## config.mk

```make
export PLATFORM = sky130hd
export DESIGN_NAME = enc_onehot2bin_flat
export DESIGN_NICKNAME = d
export VERILOG_FILES = /design/src/rtl/enc_pkg.sv /design/src/rtl/enc_onehot2bin_if.sv /design/src/rtl/enc_onehot2bin_core.sv /design/src/rtl/enc_onehot2bin.sv /design/src/flat_wrapper.sv
export SDC_FILE = /design/constraint.sdc
export NUM_CORES = 1
export LEC_CHECK = 0
export CAP_MARGIN = 15
export CELL_PAD_IN_SITES_DETAIL_PLACEMENT = 0
export CELL_PAD_IN_SITES_GLOBAL_PLACEMENT = 1
export CORE_UTILIZATION = 36
export CTS_BUF_LIST = sky130_fd_sc_hd__clkbuf_8
export CTS_CLUSTER_DIAMETER = 40
export DETAILED_ROUTE_END_ITERATION = 16
export PLACE_DENSITY_LB_ADDON = 0.3
export SLEW_MARGIN = 30
export SYNTH_ARGS = -nofsm -noshare
export SYNTH_HDL_FRONTEND = slang
export SYNTH_HIERARCHICAL = 1
export SYNTH_SLANG_ARGS = --single-unit
```

## constraint.sdc

```tcl
create_clock -name clk -period 5.4 [get_ports clk]
set_clock_uncertainty 0.2 [all_clocks]
set_input_delay 0.81 -clock clk [delete_from_list [all_inputs] [get_ports clk]]
set_output_delay 0.81 -clock clk [all_outputs]
set_load 0.005 [all_outputs]
```

## src/rtl/enc_pkg.sv

```systemverilog
// Shared constants and helpers for the one-hot <-> binary encoder pair.
package enc_pkg;

    localparam int ENC_W  = 15;
    localparam int ENC_BW = 4;
    localparam int ENC_CW = 8;

    // First binary code that no legal one-hot word can produce.
    localparam logic [ENC_BW-1:0] ERR_CODE = ENC_BW'(ENC_W);

    // Returns 1 iff exactly one bit of word is set.
    function automatic logic onehot_ok(input logic [ENC_W-1:0] word);
        return (word != '0) && ((word & (word - ENC_W'(1))) == '0);
    endfunction

endpackage

```

## src/rtl/enc_onehot2bin_if.sv

```systemverilog
// Valid/ready stream bundle: one-hot word in, binary index plus error flag out.
interface enc_onehot2bin_if #(
    parameter int W  = enc_pkg::ENC_W,
    parameter int BW = enc_pkg::ENC_BW
);
    logic          in_valid;
    logic          in_ready;
    logic [W-1:0]  in;
    logic          out_valid;
    logic          out_ready;
    logic [BW-1:0] out;
    logic          out_err;

    modport master (
        output in_valid, in, out_ready,
        input  in_ready, out_valid, out, out_err
    );

    modport slave (
        input  in_valid, in, out_ready,
        output in_ready, out_valid, out, out_err
    );
endinterface

```

## src/rtl/enc_onehot2bin_core.sv

```systemverilog
// Combinational one-hot to binary encoder; any word that is not exactly
// one-hot maps to the reserved code W with err set.
module enc_onehot2bin_core
    import enc_pkg::*;
#(
    parameter int W  = ENC_W,
    parameter int BW = ENC_BW
) (
    input  logic [W-1:0]  word,
    output logic [BW-1:0] index,
    output logic          err
);

    // Selects every input position whose index has bit b set.
    function automatic logic [W-1:0] bit_mask(input int b);
        logic [W-1:0] m;
        m = '0;
        for (int k = 0; k < W; k++) begin
            m[k] = ((k >> b) & 1) != 0;
        end
        return m;
    endfunction

    logic [BW-1:0] raw_index;
    logic          zero_hot;
    logic          multi_hot;

    genvar gi;
    generate
        for (gi = 0; gi < BW; gi++) begin : g_index_bit
            assign raw_index[gi] = |(word & bit_mask(gi));
        end
    endgenerate

    // Clearing the lowest set bit leaves something only if two or more were set.
    assign zero_hot  = (word == '0);
    assign multi_hot = ((word & (word - W'(1))) != '0);
    assign err       = zero_hot | multi_hot;
    assign index     = err ? BW'(W) : raw_index;

endmodule

```

## src/rtl/enc_onehot2bin.sv

```systemverilog
// Registered one-hot to binary encoder with valid/ready handshake, one-cycle
// latency and a saturating count of accepted illegal words.
module enc_onehot2bin
    import enc_pkg::*;
#(
    parameter int W  = ENC_W,
    parameter int BW = ENC_BW,
    parameter int CW = ENC_CW
) (
    input  logic                clk,
    input  logic                rst,
    enc_onehot2bin_if.slave     bus,
    input  logic                err_clr,
    output logic [CW-1:0]       err_cnt
);

    localparam logic [CW-1:0] CNT_MAX = {CW{1'b1}};

    logic          out_valid_reg;
    logic [BW-1:0] out_reg;
    logic          out_err_reg;
    logic [CW-1:0] err_cnt_reg;
    logic [CW-1:0] err_cnt_next;
    logic [BW-1:0] enc_index;
    logic          enc_err;
    logic          accept;

    enc_onehot2bin_core #(
        .W  (W),
        .BW (BW)
    ) u_core (
        .word  (bus.in),
        .index (enc_index),
        .err   (enc_err)
    );

    assign bus.in_ready = !out_valid_reg || bus.out_ready;
    assign accept       = bus.in_valid && bus.in_ready;

    // An illegal accept coinciding with a clear still counts as one event.
    always_comb begin
        err_cnt_next = err_cnt_reg;
        if (accept && enc_err) begin
            if (err_clr)
                err_cnt_next = CW'(1);
            else if (err_cnt_reg != CNT_MAX)
                err_cnt_next = err_cnt_reg + CW'(1);
        end else if (err_clr) begin
            err_cnt_next = '0;
        end
    end

    always_ff @(posedge clk or posedge rst) begin
        if (rst) begin
            out_valid_reg <= 1'b0;
            out_reg       <= '0;
            out_err_reg   <= 1'b0;
            err_cnt_reg   <= '0;
        end else begin
            if (accept) begin
                out_valid_reg <= 1'b1;
                out_reg       <= enc_index;
                out_err_reg   <= enc_err;
            end else if (bus.out_ready) begin
                out_valid_reg <= 1'b0;
            end
            err_cnt_reg <= err_cnt_next;
        end
    end

    assign bus.out_valid = out_valid_reg;
    assign bus.out       = out_reg;
    assign bus.out_err   = out_err_reg;
    assign err_cnt       = err_cnt_reg;

endmodule

```

## src/flat_wrapper.sv

```systemverilog
// flat-port wrapper written by rule: the top's interface ports become plain ports
module enc_onehot2bin_flat import enc_pkg::*;
#(
    parameter int W  = ENC_W,
    parameter int BW = ENC_BW,
    parameter int CW = ENC_CW
)
  (clk, rst, err_clr, err_cnt, bus_in_valid, bus_in, bus_out_ready, bus_in_ready, bus_out_valid, bus_out, bus_out_err);
  enc_onehot2bin_if #(.W(W), .BW(BW)) bus_i ();
  input  logic clk;
  input  logic rst;
  input  logic err_clr;
  output logic [CW-1:0] err_cnt;
  input wire logic [$bits(bus_i.in_valid)-1:0] bus_in_valid;
  input wire logic [$bits(bus_i.in)-1:0] bus_in;
  input wire logic [$bits(bus_i.out_ready)-1:0] bus_out_ready;
  output wire logic [$bits(bus_i.in_ready)-1:0] bus_in_ready;
  output wire logic [$bits(bus_i.out_valid)-1:0] bus_out_valid;
  output wire logic [$bits(bus_i.out)-1:0] bus_out;
  output wire logic [$bits(bus_i.out_err)-1:0] bus_out_err;
  assign bus_i.in_valid = bus_in_valid;
  assign bus_i.in = bus_in;
  assign bus_i.out_ready = bus_out_ready;
  assign bus_in_ready = bus_i.in_ready;
  assign bus_out_valid = bus_i.out_valid;
  assign bus_out = bus_i.out;
  assign bus_out_err = bus_i.out_err;
  enc_onehot2bin #(.W(W), .BW(BW), .CW(CW)) u_core (.clk(clk), .rst(rst), .bus(bus_i), .err_clr(err_clr), .err_cnt(err_cnt));
endmodule
```

==> impl_metrics.csv, run 1 <==
group,metric,value,unit
status,status,"completed",
floorplanning,start_util,0.385,
yosys,yosys_most_used_dff,"dfrtp_1",
timing,fin_ws,1.97,ns
worst_setup_path,critical_path.max_fanout,11,
yosys,synthAdderAreaFrac,0.0130,
drt,antenna_left,0,
clock_network,insertion_delay,0.24,ns
worst_setup_path,arrival,3.40,ns
clock_network,cts_resized,0,
worst_setup_path,crit_start,"bus_in[9]",
worst_setup_path,r2r_cells,5,
clock_network,cts_tree,"yes",
worst_setup_path,timing.rr.end,"u_core/err_cnt[3]$_DFFE_PP0P_",
drt,vias_per_cell,5.69,
final_layout,largest_register_ffs,8,
pwr,p_per_area,193,mW/mm²
worst_setup_path,cp-start-kind,"primary input",
clock_network,clock-root-buffer,"clkbuf_8",
timing,rsz0062_at_grt,"no",
global_route,grt_pass1_vias,884,
yosys,ys_ff_latch,14,
worst_setup_path,r2r_slack,3.39,ns
pwr,peakVddDrop,126,µV
yosys,synthArstFlopShare,1.00,
job,drv_cap,0,
yosys,ys_warn_count,6,
drt,first_pass_iters,4,
pwr,p_comb_frac,0.194,
drt,drc,0,
yosys,synth-compound-area-share,0.161,
pwr,cellLeakagePower,0.000492,µW
placed_design,dp_cells,167,
worst_setup_path,cp.required,5.37,ns
pwr,clkPwrFrac,0.383,
yosys,synth_edf_count,0,
floorplanning,std_cell_rows,18,
clock_network,cts.clk_slew.worst_paths,0.06,ns
pwr,total_power,266,µW
drt,finalWirelength,2300,µm
timing,finalSetupViolations,0,
pwr,switching_share,0.246,
yosys,synth_area,962,µm²
final_layout,instances_no_fill,171,
floorplanning,ios,35,
timing,finalMaxSlewViolations,0,
worst_setup_path,rr_startpoint,"u_core/err_cnt[0]$_DFFE_PP0P_",
placed_design,dpl_worst_slack,1.72,ns
floorplanning,die_w,53.7,µm
final_layout,drive_above_1_share,0.113,
clock_network,h-tree-depth,1,
yosys,synth_simple_gate_area_share,0.351,
placed_design,hpwlAfterDp,1780,µm
clock_network,numCtsBuffers,3,
timing,relSlewSlack,0.624,
floorplanning,die_y,53.7,µm
yosys,synth_area_per_cell,9.08,µm²
timing,tightest_slew,0.563,ns
drt,routedWlPerCell,13.4,µm
floorplanning,core,0.00250,mm²
pwr,p_int,201,µW
worst_setup_path,end_kind,"flop",
yosys,yosysUniqueCellTypes,37,
yosys,syn_inst,106,
final_layout,synthToLayoutAreaGrowth,43.0,%
drt,vias,973,
drt,dr.first_iter.drc_count,8,
timing,fin_crit_sh,0.635,
yosys,syn_nets,127,
global_route,gr-usage-all-layers,0.179,
timing,whs,0.299,ns
global_route,grt_max_degree,15,
yosys,yosysSeqAreaShare,0.364,
yosys,synthXorXnorAreaFrac,0.00910,
clock_network,post-cts-setup-buffers,0,
placed_design,gp_congestion,0.873,
final_layout,n_fill_cell,247,
clock_network,cts.sinks,14,
final_layout,layout.nets,163,
global_route,grt_overflow,0,
pwr,seq_power_share,0.422,
pwr,power.switching,65.3,µW
worst_setup_path,cp-endpoint,"u_core/err_cnt[7]$_DFFE_PP0P_",
final_layout,antenna_cells,0,
min_path,hold_class,"flop to flop",
worst_setup_path,critical_path_class,"primary input to flop",
yosys,synth.area.mux_share,0.0702,
timing,fmax,0.292,GHz
timing,min_period,3.43,ns
timing,tns,0,ns
global_route,grt_pass1_wl,3710,µm
yosys,synth_top_family_by_area,"simple AND/OR/NAND/NOR gates",
clock_network,cts_hold_buf,0,
global_route,antenna_found_initial,0,
floorplanning,die-area,0.00288,mm²
placed_design,port_buffers,34,
clock_network,ctsLongestPathBuffers,2,
timing,hold_violations,0,
stage by stage:
step	utilization	area, µm²
2_1_floorplan	-	962
6_report	0.551	1380
5_1_grt	0.551	1380
3_3_place_gp	0.529	1320
3_5_place_dp	0.529	1320
4_1_cts	0.551	1380
synthesized netlist by cell type, types with 2 or more instances:
cell      instances  area share
dfrtp_1          14        0.36
a21oi_1           7       0.036
nand2_1           7       0.027
nand3_1           7       0.036
nor2_1            7       0.027
mux2_2            5       0.059
nand4_1           5       0.033
nor3_1            5       0.026
nor4_1            4       0.026
o21ai_0           4       0.021
and3_1            3       0.020
inv_1             3       0.012
o31ai_1           3       0.023
or4_1             3       0.023
and4_4            2       0.023
clkbuf_1          2      0.0078
nand2b_1          2       0.013
nor2b_1           2       0.013
nor4_2            2       0.026
o41ai_1           2       0.018
critical path: stages:
cell	delay, ns
clkdlybuf4s50_1	0.54
nor4_1	0.38
nand4_1	0.15
xor2_1	0.17
and3_1	0.21
nand3_1	0.11
nand3_1	0.28
or4_1	0.59
a21oi_1	0.15
layout by cell type (no fill, tap or decap), drive strengths merged:
master         Yosys  final
a211o              1      1
a211oi             1      1
a21oi              7      7
a221o              1      1
a31oi              1      1
and3               3      3
and3b              1      1
and4               2      2
clkbuf             2      4
clkdlybuf4s50      0     34
dfrtp             14     14
ha                 1      1
inv                3      3
mux2               6      6
nand2              8      8
nand2b             3      3
nand3              7      7
nand4              5      5
nand4b             1      1
nor2               7      7
nor2b              2      2
nor3               6      6
nor4               6      6
o21ai              4      4
o22ai              1      1
o31ai              3      3
o32a               1      1
o41a               1      1
o41ai              2      2
or3                1      1
or4                3      3
xor2               1      1
cell families (layout without fill, tap and decap cells):
| logic type | after synthesis | count (layout) |
|---|---|---|
| AND/OR/NAND/NOR | 55 | 55 |
| AO/OA/AOI/OAI | 23 | 23 |
| flip-flops | 14 | 14 |
| multiplexers | 6 | 6 |
| buffers and inverters | 6 | 41 |
| adder cells (fa/ha/maj) | 1 | 1 |
| XOR/XNOR | 1 | 1 |
routing by layer:
layer,share of wire,track usage
met2,0.46,0.284
met4,0.012,0.0921
met3,0.036,0.0254
met1,0.49,0.234
met5,0,0
cell type report:
cell class | count | area (µm²) | area share
clock buffer | 4 | 55.1 | 0.0400
sequential | 14 | 350 | 0.255
tap | 30 | 37.5 | 0.0273
inverter | 3 | 11.3 | 0.00818
timing repair buffer | 34 | 340 | 0.247
multi-input combinational | 86 | 582 | 0.423
power by group through the flow:
stage / registers (µW) / clock network [µW] / logic [µW]
CTS: 112 / 104 / 52.1
finish: 112 / 102 / 51.6
global placement: 114 / 0 / 50.9
global route: 113 / 114 / 56.4
detailed placement: 114 / 0 / 51.8
floorplan: 114 / 0 / 19.8
how the worst min path moves through the flow:
stage | cells after the start | slack (ns) | start | endpoint
5_1_grt | 2 | 0.33 | u_core/bus.out_err$_DFFE_PP0P_ | u_core/bus.out_err$_DFFE_PP0P_
6_report | 2 | 0.30 | u_core/bus.out_err$_DFFE_PP0P_ | u_core/bus.out_err$_DFFE_PP0P_
4_1_cts | 2 | 0.30 | u_core/bus.out_err$_DFFE_PP0P_ | u_core/bus.out_err$_DFFE_PP0P_
2_1_floorplan | 2 | 0.27 | u_core/bus.out_err$_DFFE_PP0P_ | u_core/bus.out_err$_DFFE_PP0P_
3_5_place_dp | 2 | 0.28 | u_core/bus.out_err$_DFFE_PP0P_ | u_core/bus.out_err$_DFFE_PP0P_
3_3_place_gp | 2 | 0.27 | u_core/bus.out_err$_DFFE_PP0P_ | u_core/bus.out_err$_DFFE_PP0P_
Note: power is estimated with default switching activity, not from simulation.
==> inputs of run 2 (changes only) <==
--- a/config.mk
+++ b/config.mk
@@ -8,7 +8,7 @@
 export CAP_MARGIN = 15
 export CELL_PAD_IN_SITES_DETAIL_PLACEMENT = 0
 export CELL_PAD_IN_SITES_GLOBAL_PLACEMENT = 1
-export CORE_UTILIZATION = 36
+export CORE_UTILIZATION = 30
 export CTS_BUF_LIST = sky130_fd_sc_hd__clkbuf_8
 export CTS_CLUSTER_DIAMETER = 40
 export DETAILED_ROUTE_END_ITERATION = 16
==> constraint.sdc (replaced) <==
create_clock -name clk -period 3.1 [get_ports clk]
set_clock_uncertainty 0.2 [all_clocks]
set_input_delay 0.465 -clock clk [delete_from_list [all_inputs] [get_ports clk]]
set_output_delay 0.465 -clock clk [all_outputs]
set_load 0.005 [all_outputs]
==> run 2 against run 1 <==
Compared with the run above:
- global-route usage down 1.2 points
- register-to-register slack worse by 2.3 ns
- critical endpoint unchanged
- worst setup slack worse by 1.8 ns
- final area grew 12%
- die area increased by 19%
- final cell count increased by 19%
- routed wire length up 13%
- sequential cell count unchanged
- clock power grew 72%
- largest cell class unchanged
- via count rose by 8.6%
- critical path depth did not move
- critical path type unchanged
==> impl_metrics.csv, run 2 (same netlist as run 1, synthesis figures left out) <==
group,metric,value,unit
status,status,"completed",
pwr,peakVddDrop,280,µV
pwr,cellLeakagePower,0.000586,µW
drt,vias_per_cell,5.18,
final_layout,antenna_cells,0,
placed_design,port_buffers,34,
worst_setup_path,crit_start,"bus_in[0]",
final_layout,stdcell_area,0.00155,mm²
worst_setup_path,critical_path.max_fanout,9,
final_layout,final_common_cell,"clkdlybuf4s50_1",
worst_setup_path,critical_path_class,"primary input to flop",
global_route,grt_pass1_wl,4420,µm
clock_network,h-tree-depth,1,
timing,tns,0,ns
worst_setup_path,critPathBufInv,1,
drt,wirelength_met1,1250,µm
job,drv_cap,0,
drt,antenna_left,0,
clock_network,cts.sinks,14,
final_layout,largest_register_ffs,8,
final_layout,final_cell_mix,"clkdlybuf4s50_1, buf_4, dfrtp_1",
worst_setup_path,path_common_cell,"nand3_1",
final_layout,drive_above_1_share,0.219,
pwr,p_per_area,310,mW/mm²
floorplanning,die-area,0.00344,mm²
timing,relSlewSlack,0.615,
clock_network,clock-root-buffer,"clkbuf_8",
worst_setup_path,cp_slowest_cell,"or4_1",
clock_network,numCtsBuffers,3,
floorplanning,die_y,58.6,µm
min_path,hold_class,"flop to flop",
worst_setup_path,arrival,2.89,ns
worst_setup_path,crit_chain,"clkdlybuf4s50_1 > nor4_4 > nand4_1 > xor2_1 > and3_1 > nand3_1 > nand3_1 > or4_1 > a21oi_1",
drt,vias,1057,
clock_network,cts.clk_slew.worst_paths,0.06,ns
worst_setup_path,r2r_cells,5,
timing,fin_ws,0.164,ns
placed_design,dpl_worst_slack,-0.135,ns
timing,fmax,0.341,GHz
floorplanning,std_cell_rows,20,
worst_setup_path,rr_startpoint,"u_core/err_cnt[0]$_DFFE_PP0P_",
global_route,antenna_found_initial,0,
worst_setup_path,cp-endpoint,"u_core/err_cnt[7]$_DFFE_PP0P_",
drt,routed.top_layer,"met4",
timing,finalMaxSlewViolations,0,
drt,routedWlPerCell,12.7,µm
clock_network,ctsLongestPathBuffers,2,
floorplanning,die_w,58.6,µm
worst_setup_path,worstSetupPathDepth,9,
drt,dr.first_iter.drc_count,47,
drt,wl_met3,125,µm
global_route,grt_overflow,0,
global_route,gr-usage-all-layers,0.167,
timing,tightest_slew,0.577,ns
global_route,grt_max_degree,15,
worst_setup_path,r2r_slack,1.08,ns
final_layout,synthToLayoutAreaGrowth,60.6,%
floorplanning,start_util,0.315,
clock_network,cts_tree,"yes",
worst_setup_path,timing.rr.end,"u_core/err_cnt[3]$_DFFE_PP0P_",
clock_network,insertion_delay,0.24,ns
placed_design,hpwlAfterDp,2060,µm
floorplanning,ios,35,
drt,drc,0,
final_layout,layout.nets,182,
timing,min_period,2.94,ns
drt,finalWirelength,2590,µm
global_route,grt_pass1_vias,1001,
placed_design,place_area,0.00148,mm²
worst_setup_path,cp.required,3.06,ns
drt,first_pass_iters,4,
timing,hold_violations,0,
timing,rsz0062_at_grt,"no",
worst_setup_path,end_kind,"flop",
floorplanning,core,0.00305,mm²
drt,route.met2.wl,1210,µm
worst_setup_path,slowest_delay,0.58,ns
placed_design,gp_congestion,0.921,
clock_network,post-cts-setup-buffers,0,
timing,finalSetupViolations,0,
worst_setup_path,cp_top_family,"simple AND/OR/NAND/NOR gates",
timing,fin_crit_sh,0.947,
worst_setup_path,cp-start-kind,"primary input",
## run 2: power breakdown
part,total [µW],switching [µW],internal [µW]
registers,195,6.69,189
clock network,175,63.2,112
logic,109,46.4,62.1
## run 2: worst min path at each step
stage	start	endpoint	slack (ns)	depth (start not counted)
global placement	u_core/bus.out_err$_DFFE_PP0P_	u_core/bus.out_err$_DFFE_PP0P_	0.27	2
global route	u_core/bus.out_err$_DFFE_PP0P_	u_core/bus.out_err$_DFFE_PP0P_	0.32	2
finish	u_core/bus.out_err$_DFFE_PP0P_	u_core/bus.out_err$_DFFE_PP0P_	0.28	2
detailed placement	u_core/bus.out_err$_DFFE_PP0P_	u_core/bus.out_err$_DFFE_PP0P_	0.27	2
CTS	u_core/bus.out_err$_DFFE_PP0P_	u_core/bus.out_err$_DFFE_PP0P_	0.29	2
floorplan	rst	u_core/bus.out[0]$_DFFE_PP0P_	0.15	1
## run 2: layer usage
metal  GRT usage  vias up
met5           0        -
met4      0.0204        0
met3      0.0396        2
met2       0.279       31
met1       0.226      498
li1            -      526
## run 2: timing repair
action | 4_1_cts | 5_1_grt
resized for setup | 0 | 1
endpoints found under the setup margin | 0 | 2
hold buffers | 0 | 0
## run 2: per-stage QoR
| step | hold slack [ns] | utilization | power (µW) | cells |
|---|---|---|---|---|
| 2_1_floorplan | 0.154 | - | 233 | 106 |
| 3_3_place_gp | 0.270 | 0.485 | 304 | 200 |
| 3_5_place_dp | 0.271 | 0.485 | 306 | 200 |
| 4_1_cts | 0.286 | 0.503 | 485 | 204 |
| 5_1_grt | 0.324 | 0.506 | 508 | 204 |
| 6_report | 0.278 | 0.506 | 479 | 204 |
## run 2: final cells by class
| class | instances | area [µm²] |
|---|---|---|
| Fill cell | 301 | 1510 |
| Sequential cell | 14 | 350 |
| Inverter | 3 | 11.3 |
| Multi-Input combinational cell | 86 | 591 |
| Clock buffer | 4 | 55.1 |
| Tap cell | 44 | 55.1 |
| Timing Repair Buffer | 53 | 483 |
## run 2: tightest hold or removal path, cell delays in order, from the launching register on
cell	delay [ns]
dfrtp_1	0.34
nand2_1	0.05
nand2_1	0.06
